### src/rtl/bip_pkg.sv
// Shared BIP definitions: opcode map, ACC source encodings, FSM states and
// the EXEC-cycle control bundle.
package bip_pkg;

  localparam int OPC_W = 5;

  localparam logic [OPC_W-1:0] OP_HLT  = 5'b00000;
  localparam logic [OPC_W-1:0] OP_STO  = 5'b00001;
  localparam logic [OPC_W-1:0] OP_LD   = 5'b00010;
  localparam logic [OPC_W-1:0] OP_LDI  = 5'b00011;
  localparam logic [OPC_W-1:0] OP_ADD  = 5'b00100;
  localparam logic [OPC_W-1:0] OP_ADDI = 5'b00101;
  localparam logic [OPC_W-1:0] OP_SUB  = 5'b00110;
  localparam logic [OPC_W-1:0] OP_SUBI = 5'b00111;
  localparam logic [OPC_W-1:0] OP_BEQ  = 5'b01000;
  localparam logic [OPC_W-1:0] OP_BNE  = 5'b01001;
  localparam logic [OPC_W-1:0] OP_BGT  = 5'b01010;
  localparam logic [OPC_W-1:0] OP_BGE  = 5'b01011;
  localparam logic [OPC_W-1:0] OP_BLT  = 5'b01100;
  localparam logic [OPC_W-1:0] OP_BLE  = 5'b01101;
  localparam logic [OPC_W-1:0] OP_JMP  = 5'b01110;
  localparam logic [OPC_W-1:0] OP_CALL = 5'b10000;
  localparam logic [OPC_W-1:0] OP_RET  = 5'b10001;

  localparam logic [1:0] SELA_MEM = 2'b00;
  localparam logic [1:0] SELA_IMM = 2'b01;
  localparam logic [1:0] SELA_ALU = 2'b10;

  typedef enum logic [1:0] {
    ST_FETCH = 2'b00,
    ST_EXEC  = 2'b01,
    ST_HALT  = 2'b10
  } state_t;

  typedef struct packed {
    logic       branch;
    logic       wrpc;
    logic [1:0] sela;
    logic       selb;
    logic       wracc;
    logic       op;
    logic       wrram;
    logic       ret;
    logic       illegal;
  } ctrl_t;

endpackage

### src/rtl/bip_ret_stack.sv
// Hardware return-address LIFO. Overflowing pushes and underflowing pops are
// ignored here; the control unit treats them as faults.
module bip_ret_stack #(
  parameter int ADDR_W      = 11,
  parameter int STACK_DEPTH = 4
) (
  input  logic              clock_i,
  input  logic              reset_n_i,
  input  logic              push_i,
  input  logic              pop_i,
  input  logic [ADDR_W-1:0] data_i,
  output logic [ADDR_W-1:0] top_o,
  output logic              full_o,
  output logic              empty_o
);

  localparam int SP_W  = $clog2(STACK_DEPTH + 1);
  localparam int IDX_W = (STACK_DEPTH > 1) ? $clog2(STACK_DEPTH) : 1;

  logic [ADDR_W-1:0] mem [STACK_DEPTH];
  logic [SP_W-1:0]   sp_q;
  logic [IDX_W-1:0]  wr_idx, rd_idx;

  assign wr_idx  = IDX_W'(sp_q);
  assign rd_idx  = IDX_W'(sp_q - 1'b1);
  assign full_o  = (sp_q == SP_W'(STACK_DEPTH));
  assign empty_o = (sp_q == '0);
  assign top_o   = empty_o ? '0 : mem[rd_idx];

  always_ff @(posedge clock_i) begin
    if (!reset_n_i)
      sp_q <= '0;
    else if (push_i && !full_o)
      sp_q <= sp_q + 1'b1;
    else if (pop_i && !empty_o)
      sp_q <= sp_q - 1'b1;
  end

  // Entries need no reset: they are only visible through sp_q.
  always_ff @(posedge clock_i) begin
    if (push_i && !full_o)
      mem[wr_idx] <= data_i;
  end

endmodule

### src/rtl/bip_control_unit.sv
// Multi-cycle BIP control unit: FETCH latches opcode and flags, EXEC drives
// one cycle of datapath controls, HALT is sticky until reset.
import bip_pkg::*;

module bip_control_unit #(
  parameter int ADDR_W      = 11,
  parameter int STACK_DEPTH = 4
) (
  input  logic              clock_i,
  input  logic              reset_n_i,
  input  logic [OPC_W-1:0]  opcode_i,
  input  logic              n_i,
  input  logic              z_i,
  input  logic [ADDR_W-1:0] pc_next_i,
  output logic              branch_o,
  output logic              wrpc_o,
  output logic [1:0]        sela_o,
  output logic              selb_o,
  output logic              wracc_o,
  output logic              op_o,
  output logic              wrram_o,
  output logic              ret_o,
  output logic [ADDR_W-1:0] stack_top_o,
  output logic              halted_o,
  output logic              illegal_o,
  output logic              stack_err_o
);

  state_t           state_q, state_d;
  logic [OPC_W-1:0] ir_q;
  logic             n_q, z_q, err_q;
  logic             push, pop, fault, full, empty;
  ctrl_t            ctrl;

  bip_ret_stack #(.ADDR_W(ADDR_W), .STACK_DEPTH(STACK_DEPTH)) u_stack (
    .clock_i   (clock_i),
    .reset_n_i (reset_n_i),
    .push_i    (push),
    .pop_i     (pop),
    .data_i    (pc_next_i),
    .top_o     (stack_top_o),
    .full_o    (full),
    .empty_o   (empty)
  );

  always_ff @(posedge clock_i) begin
    if (!reset_n_i) begin
      state_q <= ST_FETCH;
      ir_q    <= '0;
      n_q     <= 1'b0;
      z_q     <= 1'b0;
      err_q   <= 1'b0;
    end else begin
      state_q <= state_d;
      if (state_q == ST_FETCH) begin
        ir_q <= opcode_i;
        n_q  <= n_i;
        z_q  <= z_i;
      end
      if (fault) err_q <= 1'b1;
    end
  end

  always_comb begin
    ctrl    = '0;
    state_d = state_q;
    push    = 1'b0;
    pop     = 1'b0;
    fault   = 1'b0;
    case (state_q)
      ST_FETCH: state_d = ST_EXEC;
      ST_EXEC: begin
        state_d   = ST_FETCH;
        ctrl.wrpc = 1'b1;
        case (ir_q)
          OP_HLT: begin
            ctrl.wrpc = 1'b0;
            state_d   = ST_HALT;
          end
          OP_STO: ctrl.wrram = 1'b1;
          OP_LD: begin
            ctrl.wracc = 1'b1;
            ctrl.sela  = SELA_MEM;
          end
          OP_LDI: begin
            ctrl.wracc = 1'b1;
            ctrl.sela  = SELA_IMM;
          end
          // bit0 picks the immediate operand, bit1 picks subtract
          OP_ADD, OP_ADDI, OP_SUB, OP_SUBI: begin
            ctrl.wracc = 1'b1;
            ctrl.sela  = SELA_ALU;
            ctrl.selb  = ir_q[0];
            ctrl.op    = ir_q[1];
          end
          OP_BEQ: ctrl.branch = z_q;
          OP_BNE: ctrl.branch = !z_q;
          OP_BGT: ctrl.branch = !n_q && !z_q;
          OP_BGE: ctrl.branch = !n_q;
          OP_BLT: ctrl.branch = n_q;
          OP_BLE: ctrl.branch = n_q || z_q;
          OP_JMP: ctrl.branch = 1'b1;
          OP_CALL: begin
            if (full) begin
              ctrl.wrpc = 1'b0;
              fault     = 1'b1;
              state_d   = ST_HALT;
            end else begin
              ctrl.branch = 1'b1;
              push        = 1'b1;
            end
          end
          OP_RET: begin
            if (empty) begin
              ctrl.wrpc = 1'b0;
              fault     = 1'b1;
              state_d   = ST_HALT;
            end else begin
              ctrl.ret = 1'b1;
              pop      = 1'b1;
            end
          end
          default: ctrl.illegal = 1'b1;
        endcase
      end
      ST_HALT: state_d = ST_HALT;
      default: state_d = ST_FETCH;
    endcase
  end

  assign branch_o    = ctrl.branch;
  assign wrpc_o      = ctrl.wrpc;
  assign sela_o      = ctrl.sela;
  assign selb_o      = ctrl.selb;
  assign wracc_o     = ctrl.wracc;
  assign op_o        = ctrl.op;
  assign wrram_o     = ctrl.wrram;
  assign ret_o       = ctrl.ret;
  assign illegal_o   = ctrl.illegal;
  assign halted_o    = (state_q == ST_HALT);
  assign stack_err_o = err_q;

endmodule

### config.mk
export PLATFORM = sky130hd
export DESIGN_NAME = bip_control_unit
export DESIGN_NICKNAME = d
export VERILOG_FILES = /design/src/rtl/bip_pkg.sv /design/src/rtl/bip_ret_stack.sv /design/src/rtl/bip_control_unit.sv
export SDC_FILE = /design/constraint.sdc
export NUM_CORES = 1
export LEC_CHECK = 0
export ABC_AREA = 1
export BUFFER_PORTS_ARGS = -buffer_cell sky130_fd_sc_hd__buf_4
export CORE_MARGIN = 2
export CORE_UTILIZATION = 31
export CTS_CLUSTER_DIAMETER = 100
export DETAILED_ROUTE_END_ITERATION = 10
export GPL_TIMING_DRIVEN = 0
export HOLD_SLACK_MARGIN = 0.06
export PLACE_DENSITY_LB_ADDON = 0.2
export SKIP_CTS_REPAIR_TIMING = 1
export SYNTH_ARGS = -nofsm -noshare
export SYNTH_HDL_FRONTEND = slang
export SYNTH_SLANG_ARGS = --single-unit
### constraint.sdc
create_clock -name clock_i -period 3.8 [get_ports clock_i]
set_clock_uncertainty 0.15 [all_clocks]
set_input_delay 0.38 -clock clock_i [delete_from_list [all_inputs] [get_ports clock_i]]
set_output_delay 0.38 -clock clock_i [all_outputs]
set_load 0.01 [all_outputs]
## After elaboration in Yosys (flattened, before gate mapping)

Memories as Yosys holds them, arrays and structs flattened.
Cells that the tools add are included.

- Register bits after elaboration: 13
- Logic and storage cells: 71
- Bits of input ports: 20
- RAM bits: 44
- Output and inout bits: 23
- Memories: 1

- Add/subtract/negate cells: 2
- Multiplexer cells: 28
- Reduce and logical (&&, ||, !) cells: 15
- Eq/ne operators: 19

Memory list:

| memory | words | width | rd ports | clocked after memory_dff | write ports | line | RTL |
|---|---|---|---|---|---|---|---|
| u_stack.mem | 4 | 11 | 1 | 0 | 1 | bip_ret_stack.sv:20 | `logic [ADDR_W-1:0] mem [STACK_DEPTH];` |

Operator list:

| kind | count |
|---|---|
| 5-bit by 4-bit equality test with 1-bit output (second input constant) | 7 |
| 5-bit by 3-bit equality test with 1-bit output (second input constant) | 4 |
| 17-bit OR reduction | 1 |
| 1-bit two-way mux | 16 |
| 2-bit case mux with 3 select lines | 2 |
| 11-bit two-way mux | 1 |
| 5-bit by 2-bit equality test with 1-bit output (second input constant) | 2 |
| 5-bit equality test (second input constant) | 2 |
| 10-bit two-way mux | 1 |
| 1-bit case mux with 8 select lines | 1 |
| 3-bit two-way mux | 2 |
| 6-bit OR reduction | 1 |
| 5-bit by 1-bit equality test with 1-bit output (second input constant) | 1 |
| 5-bit zero test | 1 |
| 1-bit zero test | 4 |
| 2-bit two-way mux | 2 |
| 2-bit case mux with 2 select lines | 1 |
| 4-bit OR reduction | 1 |
| 3-bit by 1-bit adder with 3-bit output (second input constant) | 1 |
| 3-bit equality test (second input constant) | 1 |
| 1-bit logical AND | 3 |
| 3-bit zero test | 1 |
| 1-bit case mux with 3 select lines | 1 |
| 3-bit by 1-bit subtractor with 3-bit output (second input constant) | 1 |
| other kinds (6) | 6 |

## Logic depth before layout (Yosys ltp)

- Word-level depth: 7
- Mapped depth: 9
- Depth with buffers taken out: 8

## Hierarchy

A second synthesis with hierarchy kept.

- Cell total of the unflattened synthesis: 267
- Area total of the unflattened synthesis: 2587.5 um2

By module, submodules not included:

| module | sequential area each (um2) | instances | cells an instance | area an instance (um2) |
|---|---|---|---|---|
| bip_ret_stack | 1381.3 | 1 | 178 | 2018.2 |
| bip_control_unit | 200.2 | 1 | 89 | 569.3 |

## Least setup slack after synthesis

OpenSTA, ideal clock, no wires.

- Kind: register -> register
- From: reg u_stack.sp_q[0]
- To: mem u_stack.mem[1][0], enable pin
- Library setup time: 378 ps
- Setup slack: 1615 ps
- Data arrival time: 1656 ps
- Stages on the path, launching flop included: 7
- Buffers on the path: 1
- Period minus slack after synthesis: 2185 ps
- Path through: dfxtp_1 -> inv_1 -> buf_6 -> ha_1 -> nand2_1 -> nand3_4 -> nor2_1

- Cells in the longest elaborated chain, start to end: 7
- Elaborated cells on any way between the ends: 8

Ends and longest elaborated chain:

| item | line | RTL |
|---|---|---|
| start: declaration | bip_ret_stack.sv:21 | `logic [SP_W-1:0] sp_q;` |
| start signal: assignment | bip_ret_stack.sv:34 | `sp_q <= sp_q + 1'b1;` |
| start signal: assignment | bip_ret_stack.sv:36 | `sp_q <= sp_q - 1'b1;` |
| 3-bit equality test | bip_ret_stack.sv:26 | `assign full_o = (sp_q == SP_W'(STACK_DEPTH));` |
| 1-bit two-way mux | bip_control_unit.sv:104 | `if (full) begin` |
| 1-bit two-way mux | bip_control_unit.sv:75 | `case (ir_q)` |
| 1-bit two-way mux | bip_control_unit.sv:70 | `case (state_q)` |
| 1-bit logical AND | bip_ret_stack.sv:41 | `if (push_i && !full_o)` |
| 1-bit two-way mux | bip_ret_stack.sv:41 |  |
| 1-bit two-way mux (implied by the code) | bip_ret_stack.sv:42 | `mem[wr_idx] <= data_i;` |
| end: declaration | bip_ret_stack.sv:20 |  |

Several ways; a longest one is shown, not always the timed one.

## Final worst setup path

- From: reg u_stack.sp_q[0]
- To: out stack_top_o[6]

- Cells in the longest elaborated chain, start to end: 3
- Elaborated cells on any way between the ends: 4

Ends and longest elaborated chain:

| item | line | RTL |
|---|---|---|
| 3-bit by 1-bit subtractor with 3-bit output | -- |  |
| memory 4 x 11 bit | -- |  |
| 11-bit two-way mux * | bip_ret_stack.sv:28 | `assign top_o = empty_o ? '0 : mem[rd_idx];` |
| end: declaration | bip_control_unit.sv:23 | `output logic [ADDR_W-1:0] stack_top_o,` |

Mark *: on every way between the ends. The rest lies on a longest branch, timed or not.

==> reports/metrics.cfg <==
[power_and_ir_drop]
p_leak_uw = 0.00127
power_uw = 1480
power_frac_seq_pct = 47.6
switching_share_pct = 27.3
intPower_uw = 1070
p_sw_uw = 404
p_clk_share_pct = 38.0
vdd_drop_max_v = 0.000220
share_comb_of_total_power_pct = 14.4
powerDensity_mw_per_mm2 = 450

[synth]
synthTopCellsByArea = edfxtp_1 (50%), nor2_1 (10%), dfxtp_1 (9.9%)
syn_area_per_cell_sq_um = 9.89
syn_inst = 267
syn_area_sq_mm = 0.00264
synth-seq-cells = 57
synth_top_area_share_pct = 50.0
synth_top_cell_by_area = edfxtp_1
ys_seq_area_share_pct = 59.9
yosysWarningCount = 0
synthDistinctLibCells = 29
synth_nets = 292

[floorplan]
fp.dieH_um = 96.3
ios = 43
die-area_sq_mm = 0.00927
rows = 33
core_sq_mm = 0.00822
die_width_um = 96.3
start_util_pct = 32.1

[timing]
slew_viol_final = 0
worstMarginPinSlew_ns = 1.17
finalHoldViolations = 0
rsz0062_at_grt = false
finalCriticalPeriod_ns = 3.10
timing.hold.ws_ns = 0.0931
max_slew_margin_pct = 22.0
setup_viol = 0
fmax_mhz = 323
setup_tns_ns = 0
fin_crit_sh_pct = 81.5

[worst_hold_path]
hold_start = pc_next_i[4]
min_path_type = in2reg

[route]
drt-initial-drc-count = 91
wl_um = 6040
drt-wirelength-per-cell_um = 14.1
drc_errors = 0
antenna_left = 0
via_per_inst = 4.62
drt_pass1_iterations = 4
vias = 1988

[layout]
nets = 345
antenna_cells = 0
mostFrequentLayoutCells = nor2_1 (71), buf_4 (44), edfxtp_1 (44), o21ai_0 (33), a21oi_1 (20)
fin_util_pct = 39.9
syn_to_final_growth_pct = 24.3
final_common_cell = nor2_1
drive_gt1_share_pct = 24.6

[place]
gp_congestion = 0.810
port_buffers = 42
dpl.hpwl_um = 3940

[worst_setup_path]
crit_type = reg2out
cp-start-kind = flip-flop
crit_required_ns = 3.27
crit_start = u_stack.sp_q[0]
crit_path_end_kind = output pin
path_max_fanout = 12
worstPathArrival_ns = 2.57
r2r-start = u_stack.sp_q[0]

[global_routing]
track_usage_pct = 14.4
antenna_found_initial = 0
grt_pass1_wl_um = 9610
grt-ovfl-total = 0
grt_max_degree = 13
grt_pass1_vias = 1902

[clocking]
cts-root-buf = clkbuf_8
cts_buffer_depth = 2
clk-insertion-delay-late_ns = 0.33
path_clk_slew_ns = 0.07
numCtsBuffers = 9
tritoncts = done
htree_levels = 3
clock_sinks = 57

[run]
maxCapViolations = 0

[run_status]
status = complete, no violations

## critical path, stage by stage, from the launching register on
cell and delay [ns]:
dfxtp_1 0.46, inv_1 0.19, buf_6 0.19, ha_1 0.34, inv_1 0.10, clkbuf_1 0.46, nor2_1 0.10, o21ai_0 0.10
a21oi_1 0.11, buf_4 0.19
## state kept, by name, summed over array words and instances (netlist names)
register and flops:
ir_q 5, n_q 1, stack_err_o 1, state_q 2, u_stack.mem 44, u_stack.sp_q 3, z_q 1
## power groups by stage
| stage | combinational (uW) | clock [uW] | sequential, uW |
|---|---|---|---|
| final | 213 | 562 | 704 |
| after global routing | 240 | 608 | 706 |
| after CTS | 215 | 577 | 703 |
| after detailed placement | 215 | 0 | 717 |
| after global placement | 214 | 0 | 717 |
| after floorplan | 135 | 0 | 714 |
## layer usage
metal,part of all wire (%),wire length (um),global-route usage [%],vias up
met1,46,2800,18.0,938
li1,-,-,-,1008
met2,48,2890,23.3,37
met4,1.2,72,4.64,0
met3,4.6,276,5.09,5
met5,0,0,0,-
## stage by stage
| step | setup slack, ns | instances | instance area, sq um |
|---|---|---|---|
| 3_3_place_gp | 0.914 | 414 | 3090 |
| 2_1_floorplan | 1.62 | 267 | 2640 |
| 3_5_place_dp | 0.889 | 414 | 3090 |
| 5_1_grt | 0.419 | 430 | 3280 |
| 6_report | 0.702 | 430 | 3280 |
| 4_1_cts | 0.638 | 430 | 3280 |
## area by class of cell
cell class                 instances  area (sq um)
fill                             817          4930
sequential                        57          1580
multi-input combinational        178           906
timing repair buffer              42           315
tap                              105           131
clock buffer                      10           128
inverter                          22          82.6
buffer                            10          70.1
clock inverter                     6          67.6
## synthesized netlist by cell type (all sizes together)
master and instances:
a21oi 20, buf 6, bufbuf 1, clkbuf 3
dfxtp 13, edfxtp 44, ha 5, inv 22
nand2 22, nand3 7, nand3b 1, nand4 3
nor2 76, nor3 6, nor4 2, o211ai 1
o21ai 33, or2 1, xor2 1
## worst paths after layout
| kind | end | slack (ns) | depth (start not counted) |
|---|---|---|---|
| worst min-delay path | u_stack.mem[0][4] | 0.09 | 1 |
| worst min register to register | stack_err_o | 0.31 | 2 |
| worst max-delay path | stack_top_o[6] | 0.70 | 9 |
| worst max register to register | u_stack.mem[0][3] | 0.97 | 6 |
## cells by family after synthesis
| logic type | after synthesis | share of synthesized area, % |
|---|---|---|
| flops | 57 | 59.9 |
| compound gates | 54 | 10.3 |
| xor+xnor | 1 | 0.332 |
| fa+ha+maj | 5 | 2.37 |
| buf+inv | 32 | 5.78 |
| simple gates | 118 | 21.3 |
Note: power is estimated with default switching activity, not from simulation.
